--- src/rtl/i2c_slave_regfile.sv ---
// Bit-serial I2C slave backed by a DEPTH x 8 register file with an auto-incrementing pointer.
// SCL/SDA are oversampled by s_CLK. Register writes are reported to local logic through a strobe.
module i2c_slave_regfile #(
    parameter logic [6:0] ADDRESS    = 7'h55,
    parameter int         DEPTH      = 16,
    parameter int         AW         = 4,
    parameter logic [7:0] RESET_DATA = 8'hC3
) (
    input  logic          s_CLK,
    input  logic          s_RSTn,
    input  logic          s_SCL,
    input  logic          si_SDA,
    output logic          so_SDA_OE,
    output logic          s_ACK,
    output logic          s_BUSY,
    output logic          wr_STB,
    output logic [AW-1:0] wr_ADDR,
    output logic [7:0]    wr_DATA,
    output logic [2:0]    dbg_state
);

    typedef enum logic [2:0] {
        ST_IDLE     = 3'd0,
        ST_ADDR     = 3'd1,
        ST_ADDR_ACK = 3'd2,
        ST_PTR      = 3'd3,
        ST_WDATA    = 3'd4,
        ST_DACK     = 3'd5,
        ST_RDATA    = 3'd6,
        ST_RACK     = 3'd7
    } state_t;

    logic rst_meta_q, rst_sync_q;
    logic scl_s1_q, scl_s2_q, scl_d3_q;
    logic sda_s1_q, sda_s2_q, sda_d3_q;

    state_t          state_q, state_d;
    logic [3:0]      cnt_q, cnt_d;
    logic [7:0]      rx_q, rx_d;
    logic [7:0]      tx_q, tx_d;
    logic [AW-1:0]   ptr_q, ptr_d;
    logic            oe_q, oe_d;
    logic            ack_q, ack_d;
    logic            busy_q, busy_d;
    logic            stb_q, stb_d;
    logic [AW-1:0]   wa_q, wa_d;
    logic [7:0]      wd_q, wd_d;
    logic [7:0]      mem_q [DEPTH];
    logic [7:0]      mem_d [DEPTH];

    logic            scl_rise, scl_fall, start_evt, stop_evt;
    logic [7:0]      rx_next, rd_byte;
    logic [AW-1:0]   ptr_inc;

    // Reset asserts asynchronously everywhere but is released on a clock edge.
    always_ff @(posedge s_CLK or negedge s_RSTn) begin
        if (!s_RSTn) begin
            rst_meta_q <= 1'b0;
            rst_sync_q <= 1'b0;
        end else begin
            rst_meta_q <= 1'b1;
            rst_sync_q <= rst_meta_q;
        end
    end

    // Synchronisers reset to the idle-bus level so no false edge is seen on release.
    always_ff @(posedge s_CLK or negedge rst_sync_q) begin
        if (!rst_sync_q) begin
            scl_s1_q <= 1'b1;
            scl_s2_q <= 1'b1;
            scl_d3_q <= 1'b1;
            sda_s1_q <= 1'b1;
            sda_s2_q <= 1'b1;
            sda_d3_q <= 1'b1;
        end else begin
            scl_s1_q <= s_SCL;
            scl_s2_q <= scl_s1_q;
            scl_d3_q <= scl_s2_q;
            sda_s1_q <= si_SDA;
            sda_s2_q <= sda_s1_q;
            sda_d3_q <= sda_s2_q;
        end
    end

    assign scl_rise  = scl_s2_q & ~scl_d3_q;
    assign scl_fall  = ~scl_s2_q & scl_d3_q;
    assign start_evt = scl_s2_q & scl_d3_q & sda_d3_q & ~sda_s2_q;
    assign stop_evt  = scl_s2_q & scl_d3_q & ~sda_d3_q & sda_s2_q;

    assign rx_next = {rx_q[6:0], sda_s2_q};
    assign rd_byte = mem_q[ptr_q];
    assign ptr_inc = (ptr_q == AW'(DEPTH - 1)) ? '0 : ptr_q + AW'(1);

    always_comb begin
        state_d = state_q;
        cnt_d   = cnt_q;
        rx_d    = rx_q;
        tx_d    = tx_q;
        ptr_d   = ptr_q;
        oe_d    = oe_q;
        ack_d   = 1'b0;
        busy_d  = busy_q;
        stb_d   = 1'b0;
        wa_d    = wa_q;
        wd_d    = wd_q;
        mem_d   = mem_q;
        if (start_evt) begin
            state_d = ST_ADDR;
            cnt_d   = 4'd0;
            oe_d    = 1'b0;
        end else if (stop_evt) begin
            state_d = ST_IDLE;
            cnt_d   = 4'd0;
            oe_d    = 1'b0;
            busy_d  = 1'b0;
        end else begin
            case (state_q)
                ST_IDLE: ;
                ST_ADDR: begin
                    if (scl_rise && cnt_q < 4'd8) begin
                        rx_d  = rx_next;
                        cnt_d = cnt_q + 4'd1;
                        if (cnt_q == 4'd7 && rx_next[7:1] != ADDRESS) begin
                            state_d = ST_IDLE;
                            busy_d  = 1'b0;
                        end
                    end else if (scl_fall && cnt_q == 4'd8) begin
                        oe_d    = 1'b1;
                        ack_d   = 1'b1;
                        busy_d  = 1'b1;
                        state_d = ST_ADDR_ACK;
                    end
                end
                ST_ADDR_ACK: begin
                    if (scl_fall) begin
                        if (rx_q[0]) begin
                            // Read: first data bit goes out on the same falling edge that ends the ACK.
                            state_d = ST_RDATA;
                            oe_d    = ~rd_byte[7];
                            tx_d    = {rd_byte[6:0], 1'b0};
                            cnt_d   = 4'd1;
                        end else begin
                            state_d = ST_PTR;
                            oe_d    = 1'b0;
                            cnt_d   = 4'd0;
                        end
                    end
                end
                ST_PTR: begin
                    if (scl_rise && cnt_q < 4'd8) begin
                        rx_d  = rx_next;
                        cnt_d = cnt_q + 4'd1;
                        if (cnt_q == 4'd7) begin
                            ptr_d = ({24'd0, rx_next} < 32'(DEPTH)) ? rx_next[AW-1:0] : '0;
                        end
                    end else if (scl_fall && cnt_q == 4'd8) begin
                        oe_d    = 1'b1;
                        state_d = ST_DACK;
                    end
                end
                ST_WDATA: begin
                    if (scl_rise && cnt_q < 4'd8) begin
                        rx_d  = rx_next;
                        cnt_d = cnt_q + 4'd1;
                        if (cnt_q == 4'd7) begin
                            mem_d[ptr_q] = rx_next;
                            stb_d        = 1'b1;
                            wa_d         = ptr_q;
                            wd_d         = rx_next;
                            ptr_d        = ptr_inc;
                        end
                    end else if (scl_fall && cnt_q == 4'd8) begin
                        oe_d    = 1'b1;
                        state_d = ST_DACK;
                    end
                end
                ST_DACK: begin
                    if (scl_fall) begin
                        oe_d    = 1'b0;
                        state_d = ST_WDATA;
                        cnt_d   = 4'd0;
                    end
                end
                ST_RDATA: begin
                    if (scl_fall) begin
                        if (cnt_q < 4'd8) begin
                            oe_d  = ~tx_q[7];
                            tx_d  = {tx_q[6:0], 1'b0};
                            cnt_d = cnt_q + 4'd1;
                        end else begin
                            oe_d    = 1'b0;
                            state_d = ST_RACK;
                            cnt_d   = 4'd0;
                        end
                    end
                end
                ST_RACK: begin
                    if (scl_rise && cnt_q == 4'd0) begin
                        ptr_d = ptr_inc;
                        if (sda_s2_q) begin
                            state_d = ST_IDLE;
                            busy_d  = 1'b0;
                        end else begin
                            cnt_d = 4'd1;
                        end
                    end else if (scl_fall && cnt_q == 4'd1) begin
                        state_d = ST_RDATA;
                        oe_d    = ~rd_byte[7];
                        tx_d    = {rd_byte[6:0], 1'b0};
                        cnt_d   = 4'd1;
                    end
                end
                default: state_d = ST_IDLE;
            endcase
        end
    end

    always_ff @(posedge s_CLK or negedge rst_sync_q) begin
        if (!rst_sync_q) begin
            state_q <= ST_IDLE;
            cnt_q   <= 4'd0;
            rx_q    <= 8'd0;
            tx_q    <= 8'd0;
            ptr_q   <= '0;
            oe_q    <= 1'b0;
            ack_q   <= 1'b0;
            busy_q  <= 1'b0;
            stb_q   <= 1'b0;
            wa_q    <= '0;
            wd_q    <= 8'd0;
            for (int i = 0; i < DEPTH; i++) begin
                mem_q[i] <= RESET_DATA;
            end
        end else begin
            state_q <= state_d;
            cnt_q   <= cnt_d;
            rx_q    <= rx_d;
            tx_q    <= tx_d;
            ptr_q   <= ptr_d;
            oe_q    <= oe_d;
            ack_q   <= ack_d;
            busy_q  <= busy_d;
            stb_q   <= stb_d;
            wa_q    <= wa_d;
            wd_q    <= wd_d;
            mem_q   <= mem_d;
        end
    end

    // wr_STB is a one-cycle valid with no back-pressure; wr_ADDR/wr_DATA hold until the next write.
    assign so_SDA_OE = oe_q;
    assign s_ACK     = ack_q;
    assign s_BUSY    = busy_q;
    assign wr_STB    = stb_q;
    assign wr_ADDR   = wa_q;
    assign wr_DATA   = wd_q;
    assign dbg_state = state_q;

endmodule
--- config.mk ---
export PLATFORM = sky130hd
export DESIGN_NAME = i2c_slave_regfile
export DESIGN_NICKNAME = d
export VERILOG_FILES = /design/src/rtl/i2c_slave_regfile.sv
export SDC_FILE = /design/constraint.sdc
export NUM_CORES = 1
export LEC_CHECK = 0
export CORE_MARGIN = 5
export CORE_UTILIZATION = 65
export CTS_CLUSTER_SIZE = 10
export DETAILED_ROUTE_END_ITERATION = 6
export PLACE_DENSITY = 0.92
export SLEW_MARGIN = 20
export SYNTH_ARGS = -nofsm -noshare
export SYNTH_HDL_FRONTEND = slang
export SYNTH_SLANG_ARGS = --single-unit
--- constraint.sdc ---
create_clock -name s_CLK -period 14 [get_ports s_CLK]
set_input_delay 1.4 -clock s_CLK [delete_from_list [all_inputs] [get_ports s_CLK]]
set_output_delay 1.4 -clock s_CLK [all_outputs]
set_load 0.02 [all_outputs]
# Word-level counts from Yosys, hierarchy flattened
# Index checks and enable logic that the tools add are counted.
# classes
shift	0
div	0
n_lt_le_gt_ge	4
multipliers	0
n_reduce_logical	22
n_addsub	2
n_bitwise	16
eq_ne	43
muxes	77
# op_table
operator	n
bitwise mux 128 bit	1
two-way mux 8 bit	9
two-way mux 4 bit	17
two-way mux 3 bit	15
inequality test 4 bit, second input constant	10
binary-select mux 8 bit (select 4 bit)	1
demux 8 bit (select 4 bit)	1
two-way mux 1 bit	27
inequality test 5 bit, second input constant	5
case mux 8 bit (3 select lines)	1
inequality test 2 bit, second input constant	11
case mux 4 bit (5 select lines)	1
case mux 3 bit (6 select lines)	1
AND reduction 8 bit	2
== test 3 bit, second input constant	4
inequality test 4 x 1 -> 1 bit, second input constant	3
case mux 4 bit (3 select lines)	1
AND reduction 11 bit	1
AND reduction 9 bit	1
nonzero test 3 bit	3
adder 4 x 1 -> 4 bit, second input constant	2
== test 4 bit, second input constant	2
less-than comparator 8 x 5 -> 1 bit, second input constant	1
NOT 1 bit	8
other kinds (23)	36
# totals
ram_bits	0
rom_bits	0
n_memories	0
reg_bits	178
output_inout_bits	19
latchBits	0

# Longest topological paths before layout
# logic_depth
word_depth	10
mapped_depth	9

# Least setup slack after synthesis
# OpenSTA, ideal clock, no wires.
# synth_timing
path_type	register to register
startpoint	register ptr_q[0]
endpoint	register tx_q[4]
setup_time_ns	0.136
synth_period_minus_slack_ns	2.211
required_time_ns	13.864
setup_slack_ns	11.789
t_arrival_ns	2.075
path_stages_with_launch	7
path_cell_list	dfrtp_1 -> buf_2 -> buf_2 -> mux4_2 -> mux4_2 -> mux2i_1 -> o21ai_0
# synth_via
elab_chain_cells	7
word_cells_on_any_way	9
# synth_lines
item	line	rtl
from (decl)	41	logic [AW-1:0] ptr_q, ptr_d;
from (signal assigned)	239	ptr_q <= ptr_d;
NOT 4 -> 5 bit (not written as such) (*)	91	assign rd_byte = mem_q[ptr_q];
binary-select mux 8 bit (select 4 bit) (*)	91	
two-way mux 8 bit (not written as such) (*) (2 in a row)	91	
two-way mux 8 bit, on equally long branches	206, 136	
two-way mux 8 bit, on equally long branches	198, 135	
case mux 8 bit (3 select lines) (*)	117	case (state_q)
to (signal assigned)	238	tx_q <= tx_d;
to (decl)	40	logic [7:0] tx_q, tx_d;
# Every way passes the cells marked *; elsewhere a longest branch is shown, timed or not. The select of a mux whose other input is x is not followed.
# A chain may end at the register's enable or synchronous reset.

# Worst setup path in the final report
# layout_timing
startpoint	register state_q[2] (netlist: dbg_state[2])
endpoint	output port dbg_state[2]
# layout_lines
item	line	rtl
from (decl)	37	state_t state_q, state_d;
from (signal assigned)	235	state_q <= state_d;
to (decl)	19	output logic [2:0] dbg_state
# No word-level cell between the ends.

==> impl_results.md <==
* Diodes inserted at 0
* # resized after CTS at 0
* Global-route wire length before repair at ~32000 um
* Yosys warns at 0
* Post-route DRC at 0
* Share of synthesized flip-flops with an asynchronous set or reset at between 90% and 100%
* Crit path DAT at ~1.9 ns
* Sink Count at about 180
* Static leakage power at 4.27 nW
* Number of nets in the layout at roughly 650
* Finished Cell Area at 0.00937 mm^2
* Type of origin of the critical path: register
* Overall track demand over capacity in global routing at 26.6%
* Critical path's slowest cell: dfrtp_1
* Instance area after placement at just under 0.009 mm^2
* Hold-fix buffers at CTS at 0
* Crit path cell chain: clkdlybuf4s50_1
* Number of enable flip-flop cells after synthesis at 0
* Ratio of routed vias to standard cells at about 6.6
* Top library cells by usage in the layout, fill and taps aside: 114 x mux2_2, 105 x dfrtp_1, 70 x dfstp_2
* Worst IR Drop VDD at between 100 and 150 uV
* Die Footprint at 0.0154 mm^2
* Total standard cell area after synthesis at between 0.008 and 0.009 mm^2
* Average wire length per cell after detail routing at approximately 24 um
* Switching power at ~0.54 mW
* Count of final max-slew check failures at 0
* Max Cap Viol at 0
* Finish-stage setup viols at 0
* Internal Dissipation at between 0.9 and 1 mW
* Setup total negative slack at 0 ns
* Clock Power Share at between 30% and 40%
* Cells after Synth at 630
* Routability Congestion at approximately 1.0
* Final Cycle Share at 23.6%
* TritonCTS clock tree: built
* Via count of the first global-routing pass at about 5.6k
* Reg area at roughly 0.0045 mm^2
* Total number of H-tree levels at 4
* Portion of total power attributed to combinational logic at about a quarter
* Sequential cell fraction of total power at a little over two fifths
* Switching power as a share of total power at 37.1%
* Worst-case clock skew at 0.0102 ns
* Post-synthesis net count at around 650
* Tightest slew margin relative to the limit at between 40 and 50%
* Remaining global-route overflow at 0
* Seq cells post-synth at roughly 180
* Synth Area per Inst at between 10 and 15 um^2
* Run status: finished clean
* Sequential-to-total area share from yosys stat at 53.2%
* Initial core utilization at roughly two thirds
* Largest net degree at the start of global routing at 70
* Clock transition at the registers of the reported paths at around 0.070 ns
* Maximum buffer depth of the clock tree at 2
* WS Path Type: reg2out
* Cell class contributing the biggest share of worst-path delay: flip-flops
* CTS Buf Count at 17
* Core region area at ~0.013 mm^2
* Vert. Die Dim at 124 um
* Pwr dens at ~160 mW/mm^2
* Horizontal extent of the die at approximately 120 um
* Number of distinct library cells after synthesis at between 50 and 60
* Count of vias placed by the detailed router at around 5.5k
* Worst Hold Class: reg2async
* Bufs and invs on worst path at 1
* Library cell used as clock root buffer: clkbuf_16
* Setup slack after layout at approximately 11 ns
* Filler Cell Count at between 700 and 800
* Worst-Skew Late Latency at 0.43 ns
* Number of nets with antenna violations after routing at 0
* Slowest stage delay, CP at between 0.7 and 0.8 ns
* Worst setup slack after placement at approximately 11 ns
* Critical path data required time at 12.60 ns
* Leading cell type in the layout, fill and taps excluded: mux2_2
* Slew of the pin with the lowest slew margin at just under 0.9 ns
* Layout cells sized above 1 at between 40% and 50%
* RSZ-0062 raised after global routing: no
* Detailed Route WL at roughly 20000 um
* Total count of hold-check failures in the final report at 0
* Initial detailed-routing violation count at around 590
* Number of placed I/O pins at 23
* Number of core rows at 41
* Total power consumption of the routed design at 1.46 mW
* Synth Flop Type: dfrtp_1
* Worst Path Max Fanout at 23
* Final worst path period need at 3.30 ns
* Top achievable clock speed at approximately 300 MHz
* Area used by multi-input combinational logic at 0.00375 mm^2
* TritonRoute pass-1 iters at 5
* Port bufs at 22
* Detailed placer's ending HPWL at about 13000 um
* Area growth from synthesis to layout at 10.4%
* Antenna violations before repair at 0
* Number of setup buffers added after CTS at 0
* Capturing element type of the critical path: output port
==> Yosys cell counts (2+ instances only) <==
cell type / count / share of area (%)
buf_2: 6 / 0.35
o32ai_1: 2 / 0.21
nor3_1: 5 / 0.29
a21oi_1: 15 / 0.88
nand3_1: 12 / 0.71
and3_1: 5 / 0.37
nand2_2: 4 / 0.29
dfrtp_1: 107 / 32
nand2_4: 12 / 1.6
o21ai_0: 49 / 2.9
mux4_2: 40 / 11
or4_1: 2 / 0.18
mux2_1: 10 / 1.3
buf_1: 2 / 0.088
mux2i_1: 8 / 0.94
nor2_1: 18 / 0.80
nand2b_1: 2 / 0.15
a32o_1: 2 / 0.24
mux2_2: 114 / 15
nor3b_1: 2 / 0.18
a31oi_1: 4 / 0.29
ha_1: 12 / 1.8
nand2_1: 50 / 2.2
a22o_1: 6 / 0.62
inv_1: 17 / 0.75
clkbuf_1: 26 / 1.1
dfstp_2: 70 / 22
o22ai_1: 2 / 0.15
buf_4: 3 / 0.27
==> flip-flops by register name, indices dropped and copies added (netlist names), 3 cells and up <==
| register | cells |
|---|---|
| cnt_q | 4 |
| dbg_state | 3 |
| mem_q | 128 |
| ptr_q | 4 |
| rx_q | 7 |
| tx_q | 7 |
| wr_ADDR | 4 |
| wr_DATA | 8 |
==> cells by family (layout without fill, tap and decap cells) <==
group                      after synthesis  after routing  synth area share (%)
and+or+nand+nor                        124            124                  8.18
AOI/OAI and AO/OA                       89             89                  6.16
buffers and inverters                   55             76                  2.65
other                                    1              1                0.0442
muxes                                  172            172                  28.0
adders and majority gates               12             12                  1.77
DFF                                    177            177                  53.2
==> power groups by stage <==
stage,Clock (mW),Combinational [mW],Sequential (mW)
6_report,0.457,0.377,0.626
5_1_grt,0.485,0.401,0.630
4_1_cts,0.461,0.370,0.624
3_5_place_dp,0,0.369,0.631
3_3_place_gp,0,0.359,0.626
2_1_floorplan,0,0.313,0.575
==> routing by layer <==
metal	up-vias	global-route usage (%)	routed length (um)
met5	-	0	0
met3	60	5.83	1410
met1	2818	36.4	8140
li1	2321	-	-
met4	0	12.4	739
met2	257	41.2	9610
==> cell type report <==
type,count,area share (%)
flip-flops and latches,177,48.3
clock inverters,15,1.51
well taps,172,2.30
clock buffers,17,4.54
inverters,18,0.721
repair buffers,26,2.67
multi-input cells,398,40.0
==> worst paths after layout <==
kind / endpoint / slack [ns] / start / depth (start not counted)
max: dbg_state[2] / 10.70 / dbg_state[2] / 1
min: wr_ADDR[0] / 0.32 / rst_sync_q / 0
max reg2reg: mem_q[43] / 10.84 / dbg_state[0] / 7
min reg2reg: wr_ADDR[0] / 0.32 / rst_sync_q / 0
max in group asynchronous: ptr_q[0] / 12.39 / rst_sync_q / 1
min in group s_CLK: scl_s2_q / 0.36 / scl_s1_q / 0
==> per-stage QoR <==
step	hold slack, ns	util (%)	std cells
6_report	0.320	73.7	823
5_1_grt	0.368	73.7	823
4_1_cts	0.358	73.7	823
3_5_place_dp	0.336	69.2	791
3_3_place_gp	0.325	69.2	791
2_1_floorplan	0.331	-	630
No activity file was read; power rests on OpenSTA's default activity.
==> edit: new RTL, same flow settings <==
Set the parameter `AW` to 5 (it was 4).
--- a/src/rtl/i2c_slave_regfile.sv
+++ b/src/rtl/i2c_slave_regfile.sv
@@ -3,7 +3,7 @@
 module i2c_slave_regfile #(
     parameter logic [6:0] ADDRESS    = 7'h55,
     parameter int         DEPTH      = 16,
-    parameter int         AW         = 4,
+    parameter int         AW         = 5,
     parameter logic [7:0] RESET_DATA = 8'hC3
 ) (
     input  logic          s_CLK,
Ports: changed (resized wr_ADDR); port bits go from 23 to 24. The function was not compared with the original's and may differ.
==> edit against the original RTL <==
  * The run now ends with DRC left
  * Power is 3.2% lower
  * Design area up 2.1%
  * Count of clock-buffer cells in the layout grew 2
  * Wire length rose by 1.9%
  * Setup slack better by 16 ps
  * Non-clock buffer count unchanged
  * Area after synthesis is 2.0% higher
  * Via count rose by 2.7%
  * Die area up 1.8%
  * Sequential cell count increased by 2
  * Critical path type unchanged
  * Largest cell class unchanged
  * Largest power group unchanged
  * Highest routed layer unchanged
==> edit: results (changes against the original RTL) <==
* Run status: complete, but fails checks
* Failing checks: DRC
* Leakage power at 4.15 nW (-2.8%)
* Seq/Total Area, Yosys at 0.527 (-0.00467)
* Least-Margin Pin Slew at 1070 ps (+206 ps)
* DR DRC count at 1 (+1)
* Wire per inst at 23.7 um (-2.1%)
* Routing usage on met3 at 0.0738 (+0.0155)
* Largest net degree at the start of global routing at 92 (+31%)
* Synth top area cells: dfrtp_1 (31%), dfstp_2 (21%), mux2_2 (16%)
* Post-synth top flop: dfrtp_1
* Met2 GRT Util at 0.437 (+0.0252)
* VDD IR max at 0.118 mV (-12%)
* PortBufs at 23 (+4.5%)
* Post-detail-place hpwl at 12900 um (+2.0%)
* Placer congestion estimate at 0.846 (-15%)
* Filler cells at 803 (+1.3%)
* DRT Pass-1 Iters at 7 (+2)
* Synth cell count leaders: mux2_2 (126), dfrtp_1 (109), dfstp_2 (70)
* Post-Syn Nets at 686 (+6.2%)
* Critical Path Max Stage Delay at 730 ps (-20 ps)
* Post-Syn Instances at 670 (+6.3%)
* First-pass GRT wire length at 33200 um (+3.9%)
* Share of cells above drive strength 1 at 0.436 (-0.00166)
* Non-filler cells, final at 857 (+4.1%)
* Biggest register: mem_q
* Crit path max fanout at 21 (-8.7%)
* Starting DRC count in detailed routing at 733 (+25%)
* Yosys cell types at 55 (+5.8%)
* Starting density of the core at 0.659 (-0.00815)
* Total track usage at 0.272 (+0.00603)
* Cts repair resizes at 0 (unchanged)
* Vias per cell at 6.54 (-1.4%)
[edit: final cells by class]
type | instances | share of cell area
repair buffers | 26 | 0.0268
multi-input cells | 432 | 0.402
flip-flops and latches | 179 | 0.478
clock inverters | 13 | 0.0183
inverters | 12 | 0.00471
clock buffers | 19 | 0.0463
well taps | 176 | 0.0230
[edit: per-layer routing]
layer  part of all wire  vias to the layer above
li1                   -                     2416
met1               0.38                     2857
met3              0.083                       54
met4              0.031                        0
met2               0.50                      277
met5                  0                        -
[edit: worst paths after layout]
path	end	depth (start not counted)	from	slack, ps
max	dbg_state[2]	1	dbg_state[2]	10720
min	so_SDA_OE	0	rst_sync_q	170
max reg2reg	mem_q[13]	8	dbg_state[0]	11120
min reg2reg	so_SDA_OE	0	rst_sync_q	170
max in group asynchronous	ptr_q[0]	2	rst_sync_q	11870
min in group s_CLK	rst_sync_q	0	rst_meta_q	350
[edit: kinds of logic (layout without fill, tap and decap cells)]
| kind of cell | Yosys count | after routing | synth area share |
|---|---|---|---|
| xor gates and xnor gates | 1 | 1 | 0.00101 |
| and+or+nand+nor | 167 | 167 | 0.0955 |
| DFF | 179 | 179 | 0.527 |
| buffers and inverters | 59 | 70 | 0.0283 |
| AOI/OAI and AO/OA | 77 | 77 | 0.0540 |
| adders and majority gates | 12 | 12 | 0.0173 |
| muxes | 174 | 174 | 0.276 |
| other | 1 | 1 | 0.000433 |
[edit: per-stage QoR]
stage	worst slack [ps]	cell area, um2	hold WS, ps
after floorplan	8770	8660	331
after global placement	11210	8940	168
after detailed placement	11080	8940	170
after CTS	10720	9560	173
after global routing	10640	9560	190
final	10720	9560	168
[edit: where the power goes]
part	total, W	switching (W)	internal, W
logic	0.000276	0.000161	0.000115
clock network	0.000498	0.000209	0.000289
registers	0.000639	0.0000920	0.000547
